## src/rtl/hazard_ctrl.sv

```systemverilog
// Hazard control unit sitting at the consuming end of the ID/EX register.
// Detects load-use hazards, taken-branch redirects and data-memory waits, and
// drives the PC/IF/ID stall, the IF/ID and ID/EX bubble controls and the PC
// redirect. A multi-cycle load-use stall counter, a memory-wait state and two
// saturating event counters are kept here.
module hazard_ctrl #(
    parameter int unsigned ADDR_W   = 32,
    parameter int unsigned REG_W    = 5,
    parameter int unsigned LOAD_LAT = 1,
    parameter int unsigned CNT_W    = 16
) (
    input  logic              clk,
    input  logic              rst,
    input  logic [REG_W-1:0]  ifidRS,
    input  logic [REG_W-1:0]  ifidRT,
    input  logic              ifidUsesRS,
    input  logic              ifidUsesRT,
    input  logic              idexIsLoadInsn,
    input  logic              idexRfWrEnable,
    input  logic [REG_W-1:0]  idexDstReg,
    input  logic              exBrTaken,
    input  logic [ADDR_W-1:0] exBrTarget,
    input  logic              memReady,
    input  logic              memAccess,
    output logic              pcStall,
    output logic              ifidStall,
    output logic              idexFlush,
    output logic              ifidFlush,
    output logic              pcRedirect,
    output logic [ADDR_W-1:0] pcRedirectAddr,
    output logic [CNT_W-1:0]  stallCycles,
    output logic [CNT_W-1:0]  flushEvents
);

    typedef enum logic [1:0] {StRun, StLdStall, StMemWait} state_e;

    // Remaining bubbles after the first one; LOAD_LAT is at most 7.
    localparam logic [2:0] LatInit = 3'(LOAD_LAT - 1);

    state_e           state_q, state_d;
    logic [2:0]       lat_cnt_q, lat_cnt_d;
    logic [CNT_W-1:0] stall_cnt_q, stall_cnt_d;
    logic [CNT_W-1:0] flush_cnt_q, flush_cnt_d;

    logic load_use;
    logic mem_wait;
    logic ld_pending;
    logic pc_stall_c;
    logic idex_flush_c;
    logic redirect_c;

    assign load_use = idexIsLoadInsn && idexRfWrEnable && (idexDstReg != '0) &&
                      ((ifidUsesRS && (ifidRS == idexDstReg)) ||
                       (ifidUsesRT && (ifidRT == idexDstReg)));
    assign mem_wait = memAccess && !memReady;

    // A load-use stall interrupted by a memory wait keeps its count and resumes.
    assign ld_pending = (state_q == StLdStall) ||
                        ((state_q == StMemWait) && (lat_cnt_q != '0));

    // Next state, counters and raw (ungated) control outputs, in priority order.
    always_comb begin
        state_d      = state_q;
        lat_cnt_d    = lat_cnt_q;
        stall_cnt_d  = stall_cnt_q;
        flush_cnt_d  = flush_cnt_q;
        pc_stall_c   = 1'b0;
        idex_flush_c = 1'b0;
        redirect_c   = 1'b0;

        if (mem_wait) begin
            // Whole pipeline frozen; a taken branch in EX will be re-presented.
            pc_stall_c = 1'b1;
            state_d    = StMemWait;
        end else if (exBrTaken) begin
            redirect_c   = 1'b1;
            idex_flush_c = 1'b1;
            state_d      = StRun;
            lat_cnt_d    = '0;
            if (flush_cnt_q != '1) begin
                flush_cnt_d = flush_cnt_q + 1'b1;
            end
        end else if (ld_pending) begin
            pc_stall_c   = 1'b1;
            idex_flush_c = 1'b1;
            lat_cnt_d    = lat_cnt_q - 3'd1;
            state_d      = (lat_cnt_d == '0) ? StRun : StLdStall;
        end else begin
            state_d = StRun;
            if (load_use) begin
                pc_stall_c   = 1'b1;
                idex_flush_c = 1'b1;
                if (LOAD_LAT > 1) begin
                    state_d   = StLdStall;
                    lat_cnt_d = LatInit;
                end
            end
        end

        if (pc_stall_c && (stall_cnt_q != '1)) begin
            stall_cnt_d = stall_cnt_q + 1'b1;
        end
    end

    // State and counter registers.
    always_ff @(posedge clk or negedge rst) begin
        if (!rst) begin
            state_q     <= StRun;
            lat_cnt_q   <= '0;
            stall_cnt_q <= '0;
            flush_cnt_q <= '0;
        end else begin
            state_q     <= state_d;
            lat_cnt_q   <= lat_cnt_d;
            stall_cnt_q <= stall_cnt_d;
            flush_cnt_q <= flush_cnt_d;
        end
    end

    // Outputs are forced low while reset is asserted so nothing glitches high.
    always_comb begin
        pcStall        = rst && pc_stall_c;
        ifidStall      = rst && pc_stall_c;
        idexFlush      = rst && idex_flush_c;
        ifidFlush      = rst && redirect_c;
        pcRedirect     = rst && redirect_c;
        pcRedirectAddr = (rst && redirect_c) ? exBrTarget : '0;
    end

    assign stallCycles = stall_cnt_q;
    assign flushEvents = flush_cnt_q;

endmodule

```

## config.mk

```make
export PLATFORM = sky130hd
export DESIGN_NAME = hazard_ctrl
export DESIGN_NICKNAME = d
export VERILOG_FILES = /design/src/rtl/hazard_ctrl.sv
export SDC_FILE = /design/constraint.sdc
export NUM_CORES = 1
export LEC_CHECK = 0
export BUFFER_PORTS_ARGS = -buffer_cell sky130_fd_sc_hd__buf_2
export CELL_PAD_IN_SITES_DETAIL_PLACEMENT = 1
export CELL_PAD_IN_SITES_GLOBAL_PLACEMENT = 1
export CORE_UTILIZATION = 34
export DETAILED_ROUTE_END_ITERATION = 12
export PLACE_DENSITY_LB_ADDON = 0.1
export SYNTH_ARGS = -nofsm -noshare
export SYNTH_HDL_FRONTEND = slang
export SYNTH_SLANG_ARGS = --single-unit
export TNS_END_PERCENT = 10
```

## constraint.sdc

```tcl
create_clock -name clk -period 6.1 [get_ports clk]
set_clock_uncertainty 0.2 [all_clocks]
set_input_delay 0.61 -clock clk [delete_from_list [all_inputs] [get_ports clk]]
set_output_delay 0.61 -clock clk [all_outputs]
set_load 0.02 [all_outputs]
```

==> impl_metrics.env <==
export IMPL_status="finished, final reports clean"
export IMPL_ys_flop_type="dfrtp_1"
export IMPL_wl_per_cell_um=14.0
export IMPL_fin_area_mm2=0.00290
export IMPL_tightest_slew_ns=0.511
export IMPL_critical_path_arrival_ns=2.11
export IMPL_synth_top_family_by_area="simple AND/OR/NAND/NOR gates"
export IMPL_netlist_instances=212
export IMPL_ir_worst_vdd_mv=0.162
export IMPL_synth_adder_area_share=0.0294
export IMPL_grt_use_total=0.179
export IMPL_required_ns=5.29
export IMPL_fp_dieH_um=81.1
export IMPL_post_cts_buffers=0
export IMPL_end_kind="output pin"
export IMPL_synth_compound_area_share=0.0495
export IMPL_synth_top_area_cell="dfrtp_1"
export IMPL_grt_max_degree=40
export IMPL_grt_pass1_wl_um=9120
export IMPL_min_period_over_period=0.479
export IMPL_dp_slack_ns=3.23
export IMPL_critical_path_class="reg -> out"
export IMPL_coreArea_mm2=0.00599
export IMPL_final_setup_viol_count=0
export IMPL_synth_top_area_share=0.436
export IMPL_netlist_area_mm2=0.00212
export IMPL_synthMuxAreaShare=0.0106
export IMPL_final_nets=398
export IMPL_cp_slowest_cell="dfrtp_1"
export IMPL_synth_edf_count=0
export IMPL_yosys_top_cells_area="dfrtp_1, xnor2_1, and2_1"
export IMPL_final_common_cell="buf_2"
export IMPL_clk_pin_slew_worst_paths_ns=0.08
export IMPL_final_cell_mix="buf_2, xnor2_1, dfrtp_1, and2_1, nand2_1"
export IMPL_gr_usage_met2=0.299
export IMPL_dieArea_mm2=0.00657
export IMPL_clock_root_buffer="clkbuf_8"
export IMPL_antenna_found_initial=0
export IMPL_cts_hold_buf=0
export IMPL_ys_seq_area_frac=0.436
export IMPL_slew_violations=0
export IMPL_grt_pass1_vias=1906
export IMPL_crit_fanout=5
export IMPL_slew_headroom=0.659
export IMPL_p_per_area_mw_per_mm2=257
export IMPL_diodes=0
export IMPL_clk_latency_ns=0.29
export IMPL_overflow=0
export IMPL_synthDistinctLibCells=30
export IMPL_max_freq_mhz=342
export IMPL_drc_errors=0
export IMPL_leakage_uw=0.00154
export IMPL_dp_hpwl_um=4660
export IMPL_avgSynthCellArea_um2=10.0
export IMPL_use_met1=0.234
export IMPL_max_cap_violations=0
export IMPL_cts_sinks=37
export IMPL_num_vias=1946
export IMPL_dr_pass1_iters=4
export IMPL_ctsResizeCount=0
export IMPL_wirelength_um=5790
export IMPL_ys_ff_latch=37
export IMPL_initial_core_util=0.355
export IMPL_io_pins=125
export IMPL_fin_setup_tns_ns=0
export IMPL_finalWorstSetupSlack_ns=3.18
export IMPL_tritoncts="built"
export IMPL_syn2layout_area_growth_pct=36.7
export IMPL_met3_usage=0.0517
export IMPL_rows=28
export IMPL_min_path_type="in -> async"
export IMPL_cts_buffer_depth=2
export IMPL_gp_congestion=0.746
export IMPL_fill_cells=746
export IMPL_cts_buffers=5
export IMPL_power_uw=747
export IMPL_synth_async_sr_flop_share=1.00
export IMPL_via_per_inst=4.71
export IMPL_synth_warnings=0
export IMPL_hold_ws_ns=0.152
export IMPL_htreeDepth=2
export IMPL_cpPeakStageDelay_ns=0.40
export IMPL_yosys_area_share_simple=0.281
export IMPL_dpl_cell_area_mm2=0.00281
export IMPL_startpoint_type="flop"
export IMPL_portBuffers=124
export IMPL_final_antenna_net_count=0
export IMPL_drive_above_1_share=0.420
export IMPL_drtIter0Drc=34
export IMPL_synth_xor_area_share=0.165
export IMPL_hold_violations=0
export IMPL_fin_crit_ns=2.92
export IMPL_grt_busiest_layer="met2"
export IMPL_die_x_um=81.1
export IMPL_crit_chain="inv_1 > ha_1 > nor2b_1 > o21ai_1 > a21oi_1 > o21ai_0 > and2_1 > buf_2"
export IMPL_grt_setup_unrepaired="no"
export IMPL_syn_nets=273
## state kept, by name (all words and copies together), names as in the netlist
name / count
flushEvents: 16
state_q: 2
stallCycles: 16
lat_cnt_q: 3
## power by group
| group | total, uW | switching (uW) | leakage [uW] | internal (uW) |
|---|---|---|---|---|
| Combinational | 227 | 131 | 0.000995 | 95.4 |
| Sequential | 334 | 49.4 | 0.000495 | 285 |
| Clock | 186 | 94.5 | 0.0000512 | 91.7 |
## synthesized netlist by cell type, types with 3 or more instances
cell,instances
o21ai_0,7
nand3_1,10
clkbuf_1,4
and3_1,7
dfrtp_1,37
xnor2_1,37
nand2_1,17
nand2b_1,4
inv_1,4
nand4_1,14
and2_1,36
and4_1,4
ha_1,5
xor2_1,3
a21oi_1,3
## cell type report
cell class                      count  area [um^2]  area share
Tap cell                           75         93.8      0.0323
Clock inverter                      2         13.8     0.00474
Inverter                            4         15.0     0.00517
Timing Repair Buffer              126          636       0.219
Clock buffer                        6         82.6      0.0284
Sequential cell                    37          926       0.319
Multi-Input combinational cell    163         1140       0.392
## cells by family after synthesis
kind of cell	Yosys count
AOI/OAI and AO/OA	15
xor gates and xnor gates	40
adders and majority gates	5
buffers and inverters	12
DFF	37
muxes	2
and+or+nand+nor	101
## worst max-delay path: cells and delay by family, from the launching register on
kind | cells | cell delay [ns]
buffers and inverters | 2 | 0.25
adders and majority gates | 1 | 0.20
AOI/OAI and AO/OA | 3 | 0.66
DFF | 1 | 0.40
and+or+nand+nor | 2 | 0.32
## layer usage
layer / wire [um] / up-vias
met3: 332 / 2
li1: - / 963
met1: 2530 / 917
met4: 18 / 0
met2: 2910 / 64
met5: 0 / -
## stage by stage
stage	utilization	cells
2_1_floorplan	-	212
3_3_place_gp	0.469	405
3_5_place_dp	0.469	405
4_1_cts	0.485	413
5_1_grt	0.485	413
6_report	0.485	413
## path summary, 6_finish.rpt
| check | endpoint | from | depth (start not counted) | slack [ns] |
|---|---|---|---|---|
| worst max-delay path | pcStall | lat_cnt_q[0] | 8 | 3.18 |
| worst min-delay path | flushEvents[9] | rst | 2 | 0.15 |
| worst max register to register | stallCycles[1] | lat_cnt_q[0] | 8 | 3.63 |
| worst min register to register | flushEvents[8] | flushEvents[8] | 1 | 0.29 |
| max in group asynchronous | stallCycles[5] | rst | 2 | 5.20 |
| min in group clk | flushEvents[8] | flushEvents[8] | 1 | 0.29 |
Note: power is estimated with default switching activity, not from simulation.
